[config.mk]
export PLATFORM = sky130hd
export DESIGN_NAME = pe_loader_flat
export DESIGN_NICKNAME = d
export VERILOG_FILES = /design/src/rtl/pe_loader_if.sv /design/src/rtl/pe_loader.sv /design/src/flat_wrapper.sv
export SDC_FILE = /design/constraint.sdc
export NUM_CORES = 1
export LEC_CHECK = 0
export ABC_AREA = 1
export CORE_ASPECT_RATIO = 0.5
export CORE_MARGIN = 2
export CORE_UTILIZATION = 40
export DETAILED_ROUTE_END_ITERATION = 8
export GPL_TIMING_DRIVEN = 1
export PLACE_DENSITY = 0.73
export SLEW_MARGIN = 20
export SYNTH_ARGS = -nofsm -noshare
export SYNTH_HDL_FRONTEND = slang
export SYNTH_SLANG_ARGS = --single-unit
[constraint.sdc]
create_clock -name clk -period 1.2 [get_ports clk]
set_input_delay 0.12 -clock clk [delete_from_list [all_inputs] [get_ports clk]]
set_output_delay 0.12 -clock clk [all_outputs]
set_load 0.02 [all_outputs]
[src/rtl/pe_loader_if.sv]
// Bundles the launch controls, source-memory read port and PE write ports of pe_loader.
// The loader itself takes the slave modport.
interface pe_loader_if #(
    parameter int DATA_WIDTH = 16,
    parameter int ADDR_WIDTH = 8,
    parameter int LEN_WIDTH  = 6
);
    logic                  start;
    logic [ADDR_WIDTH-1:0] base_addr;
    logic [LEN_WIDTH-1:0]  fil_len;
    logic [LEN_WIDTH-1:0]  ifm_len;
    logic                  mem_ren;
    logic [ADDR_WIDTH-1:0] mem_addr;
    logic [DATA_WIDTH-1:0] mem_rdata;
    logic [DATA_WIDTH-1:0] data_in_fil;
    logic                  w_en_fil;
    logic                  ready_fil;
    logic [DATA_WIDTH+1:0] data_in_ifm;
    logic                  w_en_ifm;
    logic                  ready_ifm;
    logic                  busy;
    logic                  done;

    modport slave (
        input  start, base_addr, fil_len, ifm_len, mem_rdata, ready_fil, ready_ifm,
        output mem_ren, mem_addr, data_in_fil, w_en_fil, data_in_ifm, w_en_ifm, busy, done
    );

    modport master (
        output start, base_addr, fil_len, ifm_len, mem_rdata, ready_fil, ready_ifm,
        input  mem_ren, mem_addr, data_in_fil, w_en_fil, data_in_ifm, w_en_ifm, busy, done
    );
endinterface

[src/rtl/pe_loader.sv]
// Streams a filter block, then an IFM block, from contiguous source memory into a PE,
// one word per RD/CAP/WR pass; IFM words carry first/last row tags.
module pe_loader #(
    parameter int DATA_WIDTH = 16,
    parameter int ADDR_WIDTH = 8,
    parameter int LEN_WIDTH  = 6
) (
    input  logic       clk,
    input  logic       rst_n,
    pe_loader_if.slave bus
);
    typedef enum logic [2:0] {IDLE, RD, CAP, WR, FIN} state_t;

    localparam logic PH_FIL = 1'b0;
    localparam logic PH_IFM = 1'b1;

    state_t                r_state;
    logic                  r_phase;
    logic [ADDR_WIDTH-1:0] r_addr;
    logic [ADDR_WIDTH-1:0] r_mem_addr;
    logic                  r_mem_ren;
    logic [LEN_WIDTH-1:0]  r_rem;
    logic [LEN_WIDTH-1:0]  r_ifm_len;
    logic [DATA_WIDTH-1:0] r_hold;
    logic [1:0]            r_tag;
    logic                  r_done;

    logic w_wr_fil;
    logic w_wr_ifm;
    logic w_wr;
    logic w_last;

    // A write commits in the WR cycle where the active phase's ready is high.
    assign w_wr_fil = (r_state == WR) && (r_phase == PH_FIL) && bus.ready_fil;
    assign w_wr_ifm = (r_state == WR) && (r_phase == PH_IFM) && bus.ready_ifm;
    assign w_wr     = w_wr_fil || w_wr_ifm;
    assign w_last   = (r_rem == LEN_WIDTH'(1));

    assign bus.mem_ren     = r_mem_ren;
    assign bus.mem_addr    = r_mem_addr;
    assign bus.data_in_fil = r_hold;
    assign bus.data_in_ifm = {r_tag, r_hold};
    assign bus.w_en_fil    = w_wr_fil;
    assign bus.w_en_ifm    = w_wr_ifm;
    assign bus.busy        = (r_state != IDLE);
    assign bus.done        = r_done;

    always_ff @(posedge clk) begin
        if (!rst_n) begin
            r_state    <= IDLE;
            r_phase    <= PH_FIL;
            r_addr     <= '0;
            r_mem_addr <= '0;
            r_mem_ren  <= 1'b0;
            r_rem      <= '0;
            r_ifm_len  <= '0;
            r_hold     <= '0;
            r_tag      <= 2'b00;
            r_done     <= 1'b0;
        end else begin
            r_mem_ren  <= 1'b0;
            r_mem_addr <= '0;
            r_done     <= 1'b0;
            case (r_state)
                IDLE: begin
                    if (bus.start) begin
                        r_addr    <= bus.base_addr;
                        r_ifm_len <= bus.ifm_len;
                        if (bus.fil_len != '0) begin
                            r_phase    <= PH_FIL;
                            r_rem      <= bus.fil_len;
                            r_mem_ren  <= 1'b1;
                            r_mem_addr <= bus.base_addr;
                            r_state    <= RD;
                        end else if (bus.ifm_len != '0) begin
                            r_phase    <= PH_IFM;
                            r_rem      <= bus.ifm_len;
                            r_mem_ren  <= 1'b1;
                            r_mem_addr <= bus.base_addr;
                            r_state    <= RD;
                        end else begin
                            r_rem   <= '0;
                            r_state <= FIN;
                        end
                    end
                end
                RD: begin
                    r_state <= CAP;
                end
                CAP: begin
                    // Read data is valid here; first word is when nothing has been consumed yet.
                    r_hold  <= bus.mem_rdata;
                    r_tag   <= (r_phase == PH_IFM) ? {(r_rem == r_ifm_len), w_last} : 2'b00;
                    r_addr  <= r_addr + ADDR_WIDTH'(1);
                    r_state <= WR;
                end
                WR: begin
                    if (w_wr) begin
                        if (!w_last) begin
                            r_rem      <= r_rem - LEN_WIDTH'(1);
                            r_mem_ren  <= 1'b1;
                            r_mem_addr <= r_addr;
                            r_state    <= RD;
                        end else if ((r_phase == PH_FIL) && (r_ifm_len != '0)) begin
                            r_phase    <= PH_IFM;
                            r_rem      <= r_ifm_len;
                            r_mem_ren  <= 1'b1;
                            r_mem_addr <= r_addr;
                            r_state    <= RD;
                        end else begin
                            r_rem   <= '0;
                            r_state <= FIN;
                        end
                    end
                end
                FIN: begin
                    r_done  <= 1'b1;
                    r_state <= IDLE;
                end
                default: begin
                    r_state <= IDLE;
                end
            endcase
        end
    end
endmodule

[src/flat_wrapper.sv]
// flat-port wrapper written by rule: the top's interface ports become plain ports
module pe_loader_flat 
#(
    parameter int DATA_WIDTH = 16,
    parameter int ADDR_WIDTH = 8,
    parameter int LEN_WIDTH  = 6
)
  (clk, rst_n, bus_start, bus_base_addr, bus_fil_len, bus_ifm_len, bus_mem_rdata, bus_ready_fil, bus_ready_ifm, bus_mem_ren, bus_mem_addr, bus_data_in_fil, bus_w_en_fil, bus_data_in_ifm, bus_w_en_ifm, bus_busy, bus_done);
  pe_loader_if #(.DATA_WIDTH(DATA_WIDTH), .ADDR_WIDTH(ADDR_WIDTH), .LEN_WIDTH(LEN_WIDTH)) bus_i ();
  input  logic clk;
  input  logic rst_n;
  input wire logic [$bits(bus_i.start)-1:0] bus_start;
  input wire logic [$bits(bus_i.base_addr)-1:0] bus_base_addr;
  input wire logic [$bits(bus_i.fil_len)-1:0] bus_fil_len;
  input wire logic [$bits(bus_i.ifm_len)-1:0] bus_ifm_len;
  input wire logic [$bits(bus_i.mem_rdata)-1:0] bus_mem_rdata;
  input wire logic [$bits(bus_i.ready_fil)-1:0] bus_ready_fil;
  input wire logic [$bits(bus_i.ready_ifm)-1:0] bus_ready_ifm;
  output wire logic [$bits(bus_i.mem_ren)-1:0] bus_mem_ren;
  output wire logic [$bits(bus_i.mem_addr)-1:0] bus_mem_addr;
  output wire logic [$bits(bus_i.data_in_fil)-1:0] bus_data_in_fil;
  output wire logic [$bits(bus_i.w_en_fil)-1:0] bus_w_en_fil;
  output wire logic [$bits(bus_i.data_in_ifm)-1:0] bus_data_in_ifm;
  output wire logic [$bits(bus_i.w_en_ifm)-1:0] bus_w_en_ifm;
  output wire logic [$bits(bus_i.busy)-1:0] bus_busy;
  output wire logic [$bits(bus_i.done)-1:0] bus_done;
  assign bus_i.start = bus_start;
  assign bus_i.base_addr = bus_base_addr;
  assign bus_i.fil_len = bus_fil_len;
  assign bus_i.ifm_len = bus_ifm_len;
  assign bus_i.mem_rdata = bus_mem_rdata;
  assign bus_i.ready_fil = bus_ready_fil;
  assign bus_i.ready_ifm = bus_ready_ifm;
  assign bus_mem_ren = bus_i.mem_ren;
  assign bus_mem_addr = bus_i.mem_addr;
  assign bus_data_in_fil = bus_i.data_in_fil;
  assign bus_w_en_fil = bus_i.w_en_fil;
  assign bus_data_in_ifm = bus_i.data_in_ifm;
  assign bus_w_en_ifm = bus_i.w_en_ifm;
  assign bus_busy = bus_i.busy;
  assign bus_done = bus_i.done;
  pe_loader #(.DATA_WIDTH(DATA_WIDTH), .ADDR_WIDTH(ADDR_WIDTH), .LEN_WIDTH(LEN_WIDTH)) u_core (.clk(clk), .rst_n(rst_n), .bus(bus_i));
endmodule
==> reports/summary.txt <==
Run status -> complete, but fails checks
Failing checks -> setup timing
Synthesized Nets -> 448
Register area -> 1052 sq um
Ports -> 88
Synth warn -> 0
Cts bufs inserted -> 5
Worst setup SP type -> register
Worst-path clk slew -> 0.08 ns
Initial antenna violation count -> 0
Die Area -> 7638 sq um
Drt first pass iters -> 4
Clk_lat worst skew -> 0.30 ns
Crit path DAT -> 1.63 ns
Commonest non-fill, non-tap cells in the layout -> nand2_1, buf_4, nor2_1, dfxtp_1, dlygate4sd2_1
Core Area -> 6700 sq um
Static leakage -> 2.129 nW
Area grow syn2layout -> 66.89%
Clk_skew -> 0.007639 ns
WL/cell -> 13.21 um
CP endpoint kind -> register
Hold Buf Count CTS -> 0
Max-slew headroom -> 80.54%
CTS tree -> yes
Die Ht -> 62.81 um
Area of the multi-input gates -> 1607 sq um
First-pass GRT wire length -> 13500 um
Sequential share of the synthesized area -> 37.63%
Worst Setup Path Type -> reg -> reg
DPL Wire Length -> 5899 um
Power per cell area -> 2201 nW/um^2
Starting DRC count in detailed routing -> 162
Max VDD drop -> 0.8702 mV
Most common library cell in the layout ignoring fill and taps -> nand2_1
Gpl congestion -> 0.8937
Setup WS post-layout -> -0.2449 ns
Synth area leaders -> dfxtp_1, nand2_1, nor2_1, o21ai_0, a21oi_1
Syn_area_per_cell -> 6.848 sq um
Row count -> 21
DR DRC count -> 0
DR vias/cell -> 4.885
N_diodes -> 0
CTS sink cnt -> 52
Starting Density -> 41.29%
Layout cells sized above 1 -> 30.18%
Final period utilization -> 120.4%
Total GRT Usage -> 22.02%
Worst EP required -> 1.39 ns
Final Max Slew Viols -> 0
RSZ-0062 raised after global routing -> true
Final nets -> 593
Total wire length -> 8481 um
Number of global-route vias before repair -> 2939
Placed cell areas -> 4138 sq um
Die X -> 121.6 um
Post-route ant nets -> 0
Tmin final -> 1.445 ns
Endpoints failing hold -> 0
Pin count of the biggest net entering global routing -> 25
Hold WS -> 0.4036 ns
Setup TNS -> -6.022 ns
Clock Tree Root -> clkbuf_16
Final setup fails -> 54
Synth unique cells -> 33
R2R Setup Slk -> -0.24 ns
Post-synthesis register bit count -> 52
Overall power -> 10.16 mW
MaxCap Viol Count -> 0
Fmax -> 692.1 MHz
Leading area contributor after synthesis -> dfxtp_1
Crit-path max FO -> 5
Vias post-DR -> 3136
Cells after Synth -> 404
Grt total ovfl -> 0
CTS Buffer Depth -> 2
FILL cells -> 576
Cell Area, Synth -> 2766 sq um
Port Buffer Count -> 87
Slew @ Worst Pin -> 0.2892 ns
Synth top area share -> 37.63%
Finished Cell Area -> 4617 sq um
Hold crit path type -> in -> reg
Htree depth -> 2
[logic make-up after synthesis]
family,synth area share [%]
XOR/XNOR,0.9500
buffers and inverters,12.08
adder cells (fa/ha/maj),1.357
AO/OA/AOI/OAI,15.56
flip-flops,37.63
AND/OR/NAND/NOR,32.43
[path summary, 6_finish.rpt]
kind	cells after the start	end	start
max	8	u_core.r_ifm_len[0]	u_core.r_state[0]
min	3	u_core.bus.mem_addr[7]	bus_base_addr[7]
max reg2reg	8	u_core.r_ifm_len[0]	u_core.r_state[0]
min reg2reg	2	u_core.r_tag[0]	u_core.r_tag[0]
[cell usage after synthesis]
cell and instances:
a211oi_1 2, a21oi_1 29, a21oi_4 1, a31oi_1 1, and3_1 1, buf_2 2, buf_4 17, buf_6 2
clkbuf_1 7, dfxtp_1 52, ha_1 3, inv_1 32, inv_2 4, inv_4 2, nand2_1 85, nand2_2 3
nand2_4 1, nand3_1 29, nand3_2 1, nand3_4 1, nand4_1 4, nor2_1 67, nor2_2 2, nor2_4 6
nor4_1 1, o211ai_1 6, o21a_1 1, o21ai_0 30, o21ai_1 4, o22ai_1 4, or2_2 1, xnor2_1 1
xor2_1 2
[critical path, cell delays in order (launching register included)]
cell and delay, ns:
dfxtp_2 0.34, buf_12 0.12, nor2_4 0.11, nand2_4 0.11, nor2_4 0.22, buf_6 0.19, clkinv_8 0.07, o21ai_2 0.12
a21oi_1 0.05
[flip-flops by register name (all words and copies together) (netlist names), 2 cells and up]
signal / count
u_core.bus.data_in_fil: 16
u_core.bus.mem_addr: 8
u_core.r_addr: 8
u_core.r_ifm_len: 6
u_core.r_rem: 6
u_core.r_state: 3
u_core.r_tag: 2
[metal layers]
layer  up-vias  GRT usage, %  part of all wire [%]
met5         -             0                     0
met4         0         8.477                   1.6
met3        15         4.197                   5.7
met2       103         37.36                    49
met1      1418         27.76                    44
li1       1600             -                     -
[layout make-up]
type | count | share of cell area (%)
Timing Repair inverter | 1 | 0.1897
Tap cell | 92 | 2.493
Clock inverter | 3 | 0.6233
Timing Repair Buffer | 164 | 32.49
Inverter | 38 | 3.902
Sequential cell | 52 | 22.79
Clock buffer | 5 | 2.710
Multi-Input combinational cell | 287 | 34.80
[per-stage QoR]
stage	setup WS, ns	util, %	instances
after floorplan	-0.04158	-	404
after global placement	-0.3378	61.76	623
after detailed placement	-0.3465	61.76	623
after CTS	-0.1832	66.20	637
after global routing	-0.3052	68.91	642
final	-0.2449	68.91	642
[power by group]
group | total, mW | internal [mW] | leakage, nW | switching [mW]
registers | 2.60 | 2.23 | 0.429 | 0.371
logic | 6.02 | 2.74 | 1.62 | 3.28
clock network | 1.54 | 0.805 | 0.0767 | 0.732
[timing repair]
action	4_1_cts	5_1_grt
gates cloned	2	2
pin swaps	11	11
gates resized for setup	111	47
setup endpoints to repair	98	54
setup buffers	4	3
Power figures use the tool's default switching activity.
